--- src/rtl/bp_pkg.sv ---
// Shared defaults, counter encodings and FSM state type for the gshare/bimodal predictor.
package bp_pkg;

  localparam int BP_PC_W   = 16;
  localparam int BP_IDX_W  = 8;
  localparam int BP_CNT_W  = 2;
  localparam int BP_HIST_W = 8;
  localparam int BP_MODE   = 1;

  localparam logic [1:0] CNT2_STRONG_NT = 2'b00;
  localparam logic [1:0] CNT2_WEAK_NT   = 2'b01;
  localparam logic [1:0] CNT2_WEAK_T    = 2'b10;
  localparam logic [1:0] CNT2_STRONG_T  = 2'b11;

  typedef enum logic {
    ST_INIT = 1'b0,
    ST_RUN  = 1'b1
  } bp_state_t;

  // Weakly-not-taken sits just below the taken/not-taken midpoint for any width.
  function automatic int weak_nt_value(input int cnt_w);
    return (1 << (cnt_w - 1)) - 1;
  endfunction

endpackage

--- src/rtl/bp_sat_counter.sv ---
// Next-value logic for one saturating up/down counter entry.
module bp_sat_counter #(
  parameter int CNT_W = bp_pkg::BP_CNT_W
) (
  input  logic [CNT_W-1:0] cnt,
  input  logic             inc,
  output logic [CNT_W-1:0] next
);

  localparam logic [CNT_W-1:0] CNT_MAX = '1;
  localparam logic [CNT_W-1:0] CNT_ONE = CNT_W'(1);

  always_comb begin
    next = cnt;
    if (inc) begin
      if (cnt != CNT_MAX) next = cnt + CNT_ONE;
    end else begin
      if (cnt != '0) next = cnt - CNT_ONE;
    end
  end

endmodule

--- src/rtl/branch_predictor_gshare.sv ---
// Gshare/bimodal direction predictor: counter table, global history, two-cycle lookup.
//   state   | meaning
//   ST_INIT | sweeping the table to weakly-not-taken, one entry per cycle; lookups/updates refused
//   ST_RUN  | table valid; lookups accepted every cycle, resolves update table and history
module branch_predictor_gshare
  import bp_pkg::*;
#(
  parameter int PC_W   = BP_PC_W,
  parameter int IDX_W  = BP_IDX_W,
  parameter int CNT_W  = BP_CNT_W,
  parameter int HIST_W = BP_HIST_W,
  parameter int MODE   = BP_MODE
) (
  input  logic              clk,
  input  logic              rst,
  input  logic              pred_valid,
  input  logic [PC_W-1:0]   pred_pc,
  output logic              pred_rdy,
  output logic              pred_out_valid,
  output logic              pred_taken,
  output logic [IDX_W-1:0]  pred_idx,
  input  logic              upd_valid,
  input  logic [IDX_W-1:0]  upd_idx,
  input  logic              upd_taken,
  input  logic              upd_pred,
  output logic [HIST_W-1:0] ghr,
  output logic [15:0]       mispredict_cnt,
  output logic              init_done
);

  localparam int               DEPTH    = 2 ** IDX_W;
  localparam logic [CNT_W-1:0] WEAK_NT  = CNT_W'(weak_nt_value(CNT_W));
  localparam logic [IDX_W-1:0] LAST_IDX = '1;

  bp_state_t         r_state;
  logic [IDX_W-1:0]  r_init_ptr;
  logic              r_init_done;
  logic [CNT_W-1:0]  r_table [DEPTH];
  logic [HIST_W-1:0] r_ghr;
  logic [15:0]       r_mp_cnt;
  logic              r_s1_valid;
  logic              r_s1_taken;
  logic [IDX_W-1:0]  r_s1_idx;
  logic              r_out_valid;
  logic              r_out_taken;
  logic [IDX_W-1:0]  r_out_idx;

  logic [IDX_W-1:0]  w_pc_idx;
  logic [IDX_W-1:0]  w_ghr_idx;
  logic [IDX_W-1:0]  w_lookup_idx;
  logic              w_accept;
  logic              w_upd_en;
  logic [CNT_W-1:0]  w_upd_next;
  logic [HIST_W:0]   w_ghr_shift;
  logic              w_unused_pc;

  assign w_pc_idx     = pred_pc[IDX_W+1:2];
  assign w_ghr_idx    = IDX_W'(r_ghr);
  assign w_lookup_idx = (MODE == 0) ? w_pc_idx : (w_pc_idx ^ w_ghr_idx);
  assign w_accept     = pred_valid && r_init_done;
  assign w_upd_en     = upd_valid && r_init_done;
  assign w_ghr_shift  = {r_ghr, upd_taken};
  assign w_unused_pc  = ^pred_pc;

  bp_sat_counter #(.CNT_W(CNT_W)) u_sat (
    .cnt  (r_table[upd_idx]),
    .inc  (upd_taken),
    .next (w_upd_next)
  );

  always_ff @(posedge clk) begin
    if (rst) begin
      r_state     <= ST_INIT;
      r_init_ptr  <= '0;
      r_init_done <= 1'b0;
    end else begin
      case (r_state)
        ST_INIT: begin
          r_init_ptr <= r_init_ptr + IDX_W'(1);
          if (r_init_ptr == LAST_IDX) begin
            r_state     <= ST_RUN;
            r_init_done <= 1'b1;
          end
        end
        ST_RUN: begin
          r_init_done <= 1'b1;
        end
        default: begin
          r_state     <= ST_INIT;
          r_init_ptr  <= '0;
          r_init_done <= 1'b0;
        end
      endcase
    end
  end

  // Reset is handled by the INIT sweep, so the array itself carries no reset.
  always_ff @(posedge clk) begin
    if (!rst) begin
      if (r_state == ST_INIT) begin
        r_table[r_init_ptr] <= WEAK_NT;
      end else if (w_upd_en) begin
        r_table[upd_idx] <= w_upd_next;
      end
    end
  end

  // The table is sampled at the accept edge so a same-cycle update is not visible to it.
  always_ff @(posedge clk) begin
    if (rst) begin
      r_ghr       <= '0;
      r_mp_cnt    <= '0;
      r_s1_valid  <= 1'b0;
      r_s1_taken  <= 1'b0;
      r_s1_idx    <= '0;
      r_out_valid <= 1'b0;
      r_out_taken <= 1'b0;
      r_out_idx   <= '0;
    end else begin
      r_s1_valid  <= w_accept;
      if (w_accept) begin
        r_s1_taken <= r_table[w_lookup_idx][CNT_W-1];
        r_s1_idx   <= w_lookup_idx;
      end
      r_out_valid <= r_s1_valid;
      if (r_s1_valid) begin
        r_out_taken <= r_s1_taken;
        r_out_idx   <= r_s1_idx;
      end
      if (w_upd_en) begin
        r_ghr <= w_ghr_shift[HIST_W-1:0];
        if ((upd_pred != upd_taken) && (r_mp_cnt != 16'hFFFF)) begin
          r_mp_cnt <= r_mp_cnt + 16'd1;
        end
      end
    end
  end

  assign pred_rdy       = r_init_done;
  assign init_done      = r_init_done;
  assign pred_out_valid = r_out_valid;
  assign pred_taken     = r_out_taken;
  assign pred_idx       = r_out_idx;
  assign ghr            = r_ghr;
  assign mispredict_cnt = r_mp_cnt;

endmodule

--- config.mk ---
export PLATFORM = sky130hd
export DESIGN_NAME = branch_predictor_gshare
export DESIGN_NICKNAME = d
export VERILOG_FILES = /design/src/rtl/bp_pkg.sv /design/src/rtl/bp_sat_counter.sv /design/src/rtl/branch_predictor_gshare.sv
export SDC_FILE = /design/constraint.sdc
export NUM_CORES = 1
export LEC_CHECK = 0
export CORE_MARGIN = 1.5
export CORE_UTILIZATION = 50
export CTS_CLUSTER_DIAMETER = 30
export DETAILED_ROUTE_END_ITERATION = 6
export PLACE_DENSITY = 0.67
export SETUP_SLACK_MARGIN = 0.4
export SYNTH_ARGS = -nofsm -noshare
export SYNTH_HDL_FRONTEND = slang
export SYNTH_SLANG_ARGS = --single-unit
--- constraint.sdc ---
create_clock -name clk -period 21.1 [get_ports clk]
set_input_delay 4.22 -clock clk [delete_from_list [all_inputs] [get_ports clk]]
set_output_delay 4.22 -clock clk [all_outputs]
set_load 0.02 [all_outputs]
==> results of run 1 <==
-- power breakdown --
part           switching [uW]  internal, uW
sequential               1.45          1210
combinational            73.2          40.3
clock                     595          1240
total                     670          2490
-- synthesized netlist by cell type, types with 8 or more instances --
cell / n
edfxtp_1: 512
nor2_1: 318
mux4_2: 165
nand2_1: 89
mux2i_1: 73
clkbuf_1: 62
dfxtp_1: 54
nand3_1: 42
a21oi_1: 39
o221ai_1: 25
buf_2: 16
o21ai_0: 16
mux4_1: 15
nor3_1: 15
or3_1: 14
xnor2_1: 14
xor2_1: 13
a22oi_1: 10
o22ai_1: 10
buf_4: 9
clkbuf_8: 9
nand3b_1: 9
buf_12: 8
mux2_2: 8
o31ai_1: 8
-- metal layers --
metal | share of wire, % | vias to the layer above | GRT usage [%]
li1 | - | 6807 | -
met1 | 38 | 8166 | 35.3
met2 | 47 | 971 | 41.1
met3 | 10 | 187 | 7.24
met4 | 4.1 | 2 | 12.0
met5 | 0.014 | - | 0
-- critical path: stages --
cell and delay (ns):
buf_8 0.49, buf_4 0.82, buf_4 0.84, mux4_2 0.39, mux2_2 0.16, a22oi_1 0.17, a21oi_1 0.19, o211ai_1 0.21
o32ai_1 0.47, o21ai_0 0.24, a21oi_4 0.62, buf_4 0.47, buf_4 0.80
-- area by class of cell --
cell class              count  area [um^2]
clock buffers             130         2940
flip-flops and latches    566        16500
fillers                  3714        20400
clock inverters            82         1020
inverters                   9         33.8
repair buffers             92          831
well taps                 680          851
multi-input cells         976         8670
-- stage by stage --
| step | hold WS, ns | power, uW |
|---|---|---|
| after floorplan | 0.465 | 1310 |
| after global placement | 0.474 | 1340 |
| after detailed placement | 0.484 | 1340 |
| after CTS | 0.492 | 3170 |
| after global routing | 0.511 | 3230 |
| final | 0.486 | 3160 |
-- worst max-delay path by stage --
stage,from,end,cells after the start
floorplan,upd_idx[1],r_table[0][1],12
global placement,upd_idx[0],r_table[250][1],13
detailed placement,upd_idx[0],r_table[49][1],13
CTS,upd_idx[0],r_table[55][1],13
global route,upd_idx[0],r_table[54][1],13
finish,upd_idx[0],r_table[254][1],13
-- kinds of logic after synthesis --
family / count (synthesis)
AOI/OAI and AO/OA: 157
xor gates and xnor gates: 27
adders and majority gates: 2
buffers and inverters: 126
DFF: 566
muxes: 263
and+or+nand+nor: 527
-- registers in the layout, summed over array words and instances, names as in the netlist --
register        flops
pred_idx            8
pred_taken          1
r_init_ptr          8
pred_out_valid      1
r_s1_valid          1
init_done           1
r_s1_taken          1
ghr                 8
r_state             1
r_s1_idx            8
r_table           512
mispredict_cnt     16
==> flow_summary_export.csv, run 1 <==
group,metric,value,unit
outcome,status,"complete, no violations",
yosys,synthesis.nets,1700,
timing,tightest_slew,1.32,ns
timing,rsz0062_at_grt,"no",
setup_path,reg2reg_from,"r_table[220][0]",
timing,max_freq,99.0,MHz
finish,utilization,60.2,%
finish,area_growth,19.0,%
clocking,cts.path.max_buffers,3,
floorplanning,fp.dieH,231,um
power,p_per_area,103,nW/um^2
route,wl,69.8,mm
hold_path,whs_path_depth,2,
yosys,yosysTopAreaCell,"edfxtp_1",
finish,nNetsFinal,1789,
place,dpl-instance-area,26800,um^2
hold_path,hp-class,"reg2reg",
yosys,ys_warn_count,0,
floorplanning,core,51200,um^2
yosys,ys_async_sr_fraction,0,%
yosys,synth_ff_type,"edfxtp_1",
yosys,synthAdderAreaFrac,0.0967,%
timing,setup-violations-final,0,
yosys,synth_area,25900,um^2
global_route,antenna_found_initial,1,
place,gp_congestion,0.878,
hold_path,min_to,"pred_taken",
job,maxCapViolations,0,
global_route,grt_pass1_vias,16200,
timing,finalHoldViolCount,0,
setup_path,r2r_slack,16.41,ns
floorplanning,start_util,50.6,%
yosys,synthXorXnorAreaFrac,0.914,%
setup_path,end_kind,"register",
route,postRouteAntennaNets,0,
route,routedWlPerCell,27.5,um
place,post-place-ws,10.45,ns
clocking,cts-root-buf,"clkbuf_16",
finish,stdcell_count,2535,
finish,diodes,0,
finish,final_common_cell,"edfxtp_1",
yosys,netlist_instances,1668,
finish,layout-drive-gt1-share,22.7,%
yosys,synth_compound_area_share,4.30,%
setup_path,crit_required,21.41,ns
timing,finalClockSkew,0.0272,ns
global_route,grt_use_total,26.6,%
setup_path,reg2reg_depth,10,
power,ir_drop,0.0000601,V
yosys,yosys-top-cells-area,"edfxtp_1 (59%), mux4_2 (14%), nor2_1 (4.6%)",
hold_path,holdCritStartpoint,"pred_taken",
timing,tns,0,ns
route,drt_iter0_drc,1962,
place,dp.cells,2323,
setup_path,r2r_end,"r_table[254][1]",
finish,stdcell_area,30800,um^2
clocking,h-tree-depth,3,
yosys,ys_seq_area_share,63.6,%
place,io_buffers,57,
power,p_leak,0.0108,uW
global_route,grt_pass1_wl,103,mm
global_route,grt-ovfl-total,0,
setup_path,arrival,10.40,ns
finish,final_cell_mix,"edfxtp_1 (512), nor2_1 (318), mux4_2 (165), clkbuf_16 (115), nand2_1 (89)",
route,drcViolationCount,0,
yosys,yosys_register_bits,566,
timing,period_share,47.8,%
timing,period_needed,10.10,ns
setup_path,crit_type,"in2reg",
yosys,ys_types,76,
clocking,cts.sinks,566,
route,vias_per_cell,6.36,
place,detailed_place_hpwl,41.7,mm
clocking,cts_tree,"done",
yosys,synth_edf_count,512,
clocking,insertion_delay,0.65,ns
floorplanning,die_w,231,um
timing,setup_slack,11.00,ns
setup_path,cp_max_fo,100,
yosys,synth_top_family_by_area,"multiplexers",
yosys,postSynthAreaPerCell,15.5,um^2
clocking,cts_setup_buffers,0,
timing,max-slew-margin-rel,11.5,%
yosys,synth-simple-area-share,8.66,%
setup_path,cp-start-kind,"input pin",
global_route,grt_max_degree,129,
clocking,cts_made_buffers,112,
yosys,yosys.area.top_type_share,59.4,%
floorplanning,rows,83,
route,drtPass1Iterations,6,
clocking,holdBufCountCts,0,
floorplanning,boundaryPins,66,
yosys,synthMuxAreaShare,19.2,%
route,vias,16100,
timing,finalMaxSlewViolations,0,
floorplanning,dieArea,53100,um^2
clocking,post_cts_resized,0,
clocking,cts.clk_slew.worst_paths,0.05,ns
No activity file was read; power rests on OpenSTA's default activity.
==> run 2: changes to the inputs <==
==> constraint.sdc (replaced) <==
create_clock -name clk -period 10.5 [get_ports clk]
set_input_delay 2.1 -clock clk [delete_from_list [all_inputs] [get_ports clk]]
set_output_delay 2.1 -clock clk [all_outputs]
set_load 0.02 [all_outputs]
==> flow_summary_export.csv, run 2 (synthesized netlist as in run 1, its figures left out) <==
group,metric,value,unit
global_route,grt_pass1_vias,16100,
setup_path,crit_type,"in2reg",
power,ir_drop,0.000124,V
power,power,6040,uW
place,detailed_place_hpwl,41.0,mm
setup_path,cp_max_fo,204,
finish,diodes,0,
global_route,grt_use_total,26.1,%
clocking,insertion_delay,0.66,ns
place,io_buffers,57,
floorplanning,rows,83,
timing,setup-violations-final,0,
route,drcViolationCount,0,
clocking,cts.path.max_buffers,3,
power,p_seq_share,40.2,%
clocking,post_cts_resized,0,
timing,period_needed,7.30,ns
timing,period_share,69.5,%
timing,max_freq,137,MHz
floorplanning,fp.dieH,231,um
power,combPwrFrac,3.7,%
finish,nNetsFinal,1777,
finish,area_growth,17.6,%
job,maxCapViolations,0,
clocking,cts-root-buf,"clkbuf_16",
timing,finalMaxSlewViolations,0,
power,p_clk_share,56.1,%
clocking,cts.clk_slew.worst_paths,0.05,ns
route,routedWlPerCell,27.1,um
finish,final_cell_mix,"edfxtp_1 (512), nor2_1 (318), mux4_2 (165), clkbuf_16 (108), nand2_1 (89)",
timing,tns,0,ns
finish,utilization,59.4,%
route,drtPass1Iterations,6,
clocking,cts_setup_buffers,0,
timing,hold_ws,0.491,ns
finish,filler_cell_count,3728,
place,dpl-instance-area,26800,um^2
power,p_per_area,198,nW/um^2
finish,seqCellArea,16500,um^2
clocking,cts.sinks,566,
clocking,cts_tree,"done",
setup_path,arrival,7.58,ns
timing,finalClockSkew,0.0354,ns
power,power.switching,1330,uW
clocking,h-tree-depth,3,
timing,rsz0062_at_grt,"no",
floorplanning,dieArea,53100,um^2
power,p_sw_share,22.0,%
global_route,grt_pass1_wl,102,mm
global_route,antenna_found_initial,1,
clocking,holdBufCountCts,0,
route,drt_iter0_drc,1692,
route,vias,16000,
setup_path,end_kind,"register",
place,gp_congestion,0.874,
global_route,grt_max_degree,205,
floorplanning,core,51200,um^2
setup_path,cp-start-kind,"input pin",
floorplanning,start_util,50.6,%
hold_path,hp-class,"reg2reg",
timing,max-slew-margin-rel,17.4,%
timing,tightest_slew,1.23,ns
outcome,status,"complete, no violations",
finish,top_register,"r_table",
power,p_leak,0.0106,uW
route,vias_per_cell,6.36,
global_route,grt-ovfl-total,0,
route,wl,68.1,mm
finish,layout-drive-gt1-share,21.9,%
power,cellInternalPower,4710,uW
finish,multi_input_area,8660,um^2
floorplanning,die_w,231,um
clocking,cts_made_buffers,105,
floorplanning,boundaryPins,66,
finish,stdcell_area,30400,um^2
route,postRouteAntennaNets,0,
finish,final_common_cell,"edfxtp_1",
timing,finalHoldViolCount,0,
setup_path,crit_required,10.78,ns
finish,largest_reg_flops,512,
run 2: final cells by class:
class,count,share of cell area (%)
flip-flops and latches,566,54.1
inverters,9,0.111
clock buffers,117,8.99
multi-input cells,976,28.5
repair buffers,87,2.73
clock inverters,81,2.84
well taps,680,2.80
run 2: critical path, cell delays in order:
cell and delay (ns):
clkdlybuf4s50_1 0.46, buf_4 0.46, clkinv_1 0.87, buf_4 0.50
mux2_2 0.25, nor4_1 0.04, or4_1 0.54, a211o_1 0.35
o22ai_2 0.18, or3b_1 0.14, o31a_2 0.81, buf_12 0.54
run 2: layer usage:
layer	global-route usage, %	share of wire (%)
met1	35.4	38
met2	41.2	48
met4	10.2	3.3
met3	5.92	11
met5	0	0.021
run 2: through the flow:
stage	worst slack [ns]	instances
floorplan	1.45	1668
global placement	2.79	2318
detailed placement	2.72	2318
CTS	3.33	2516
global route	3.02	2516
finish	3.20	2516
run 2: worst paths after layout:
check	startpoint	to	slack (ns)	cells past startpoint
setup / recovery	upd_idx[4]	r_table[227][0]	3.20	12
hold / removal	r_s1_idx[3]	pred_idx[3]	0.49	2
hold reg to reg	r_s1_idx[3]	pred_idx[3]	0.49	2
setup reg to reg	r_table[144][0]	r_table[227][0]	5.93	9
run 2: power by group through the flow:
stage / clock [uW] / combinational (uW) / sequential (uW)
floorplan: 0 / 155 / 2470
global placement: 0 / 219 / 2470
finish: 3390 / 222 / 2430
global route: 3520 / 232 / 2430
detailed placement: 0 / 219 / 2470
CTS: 3410 / 220 / 2430
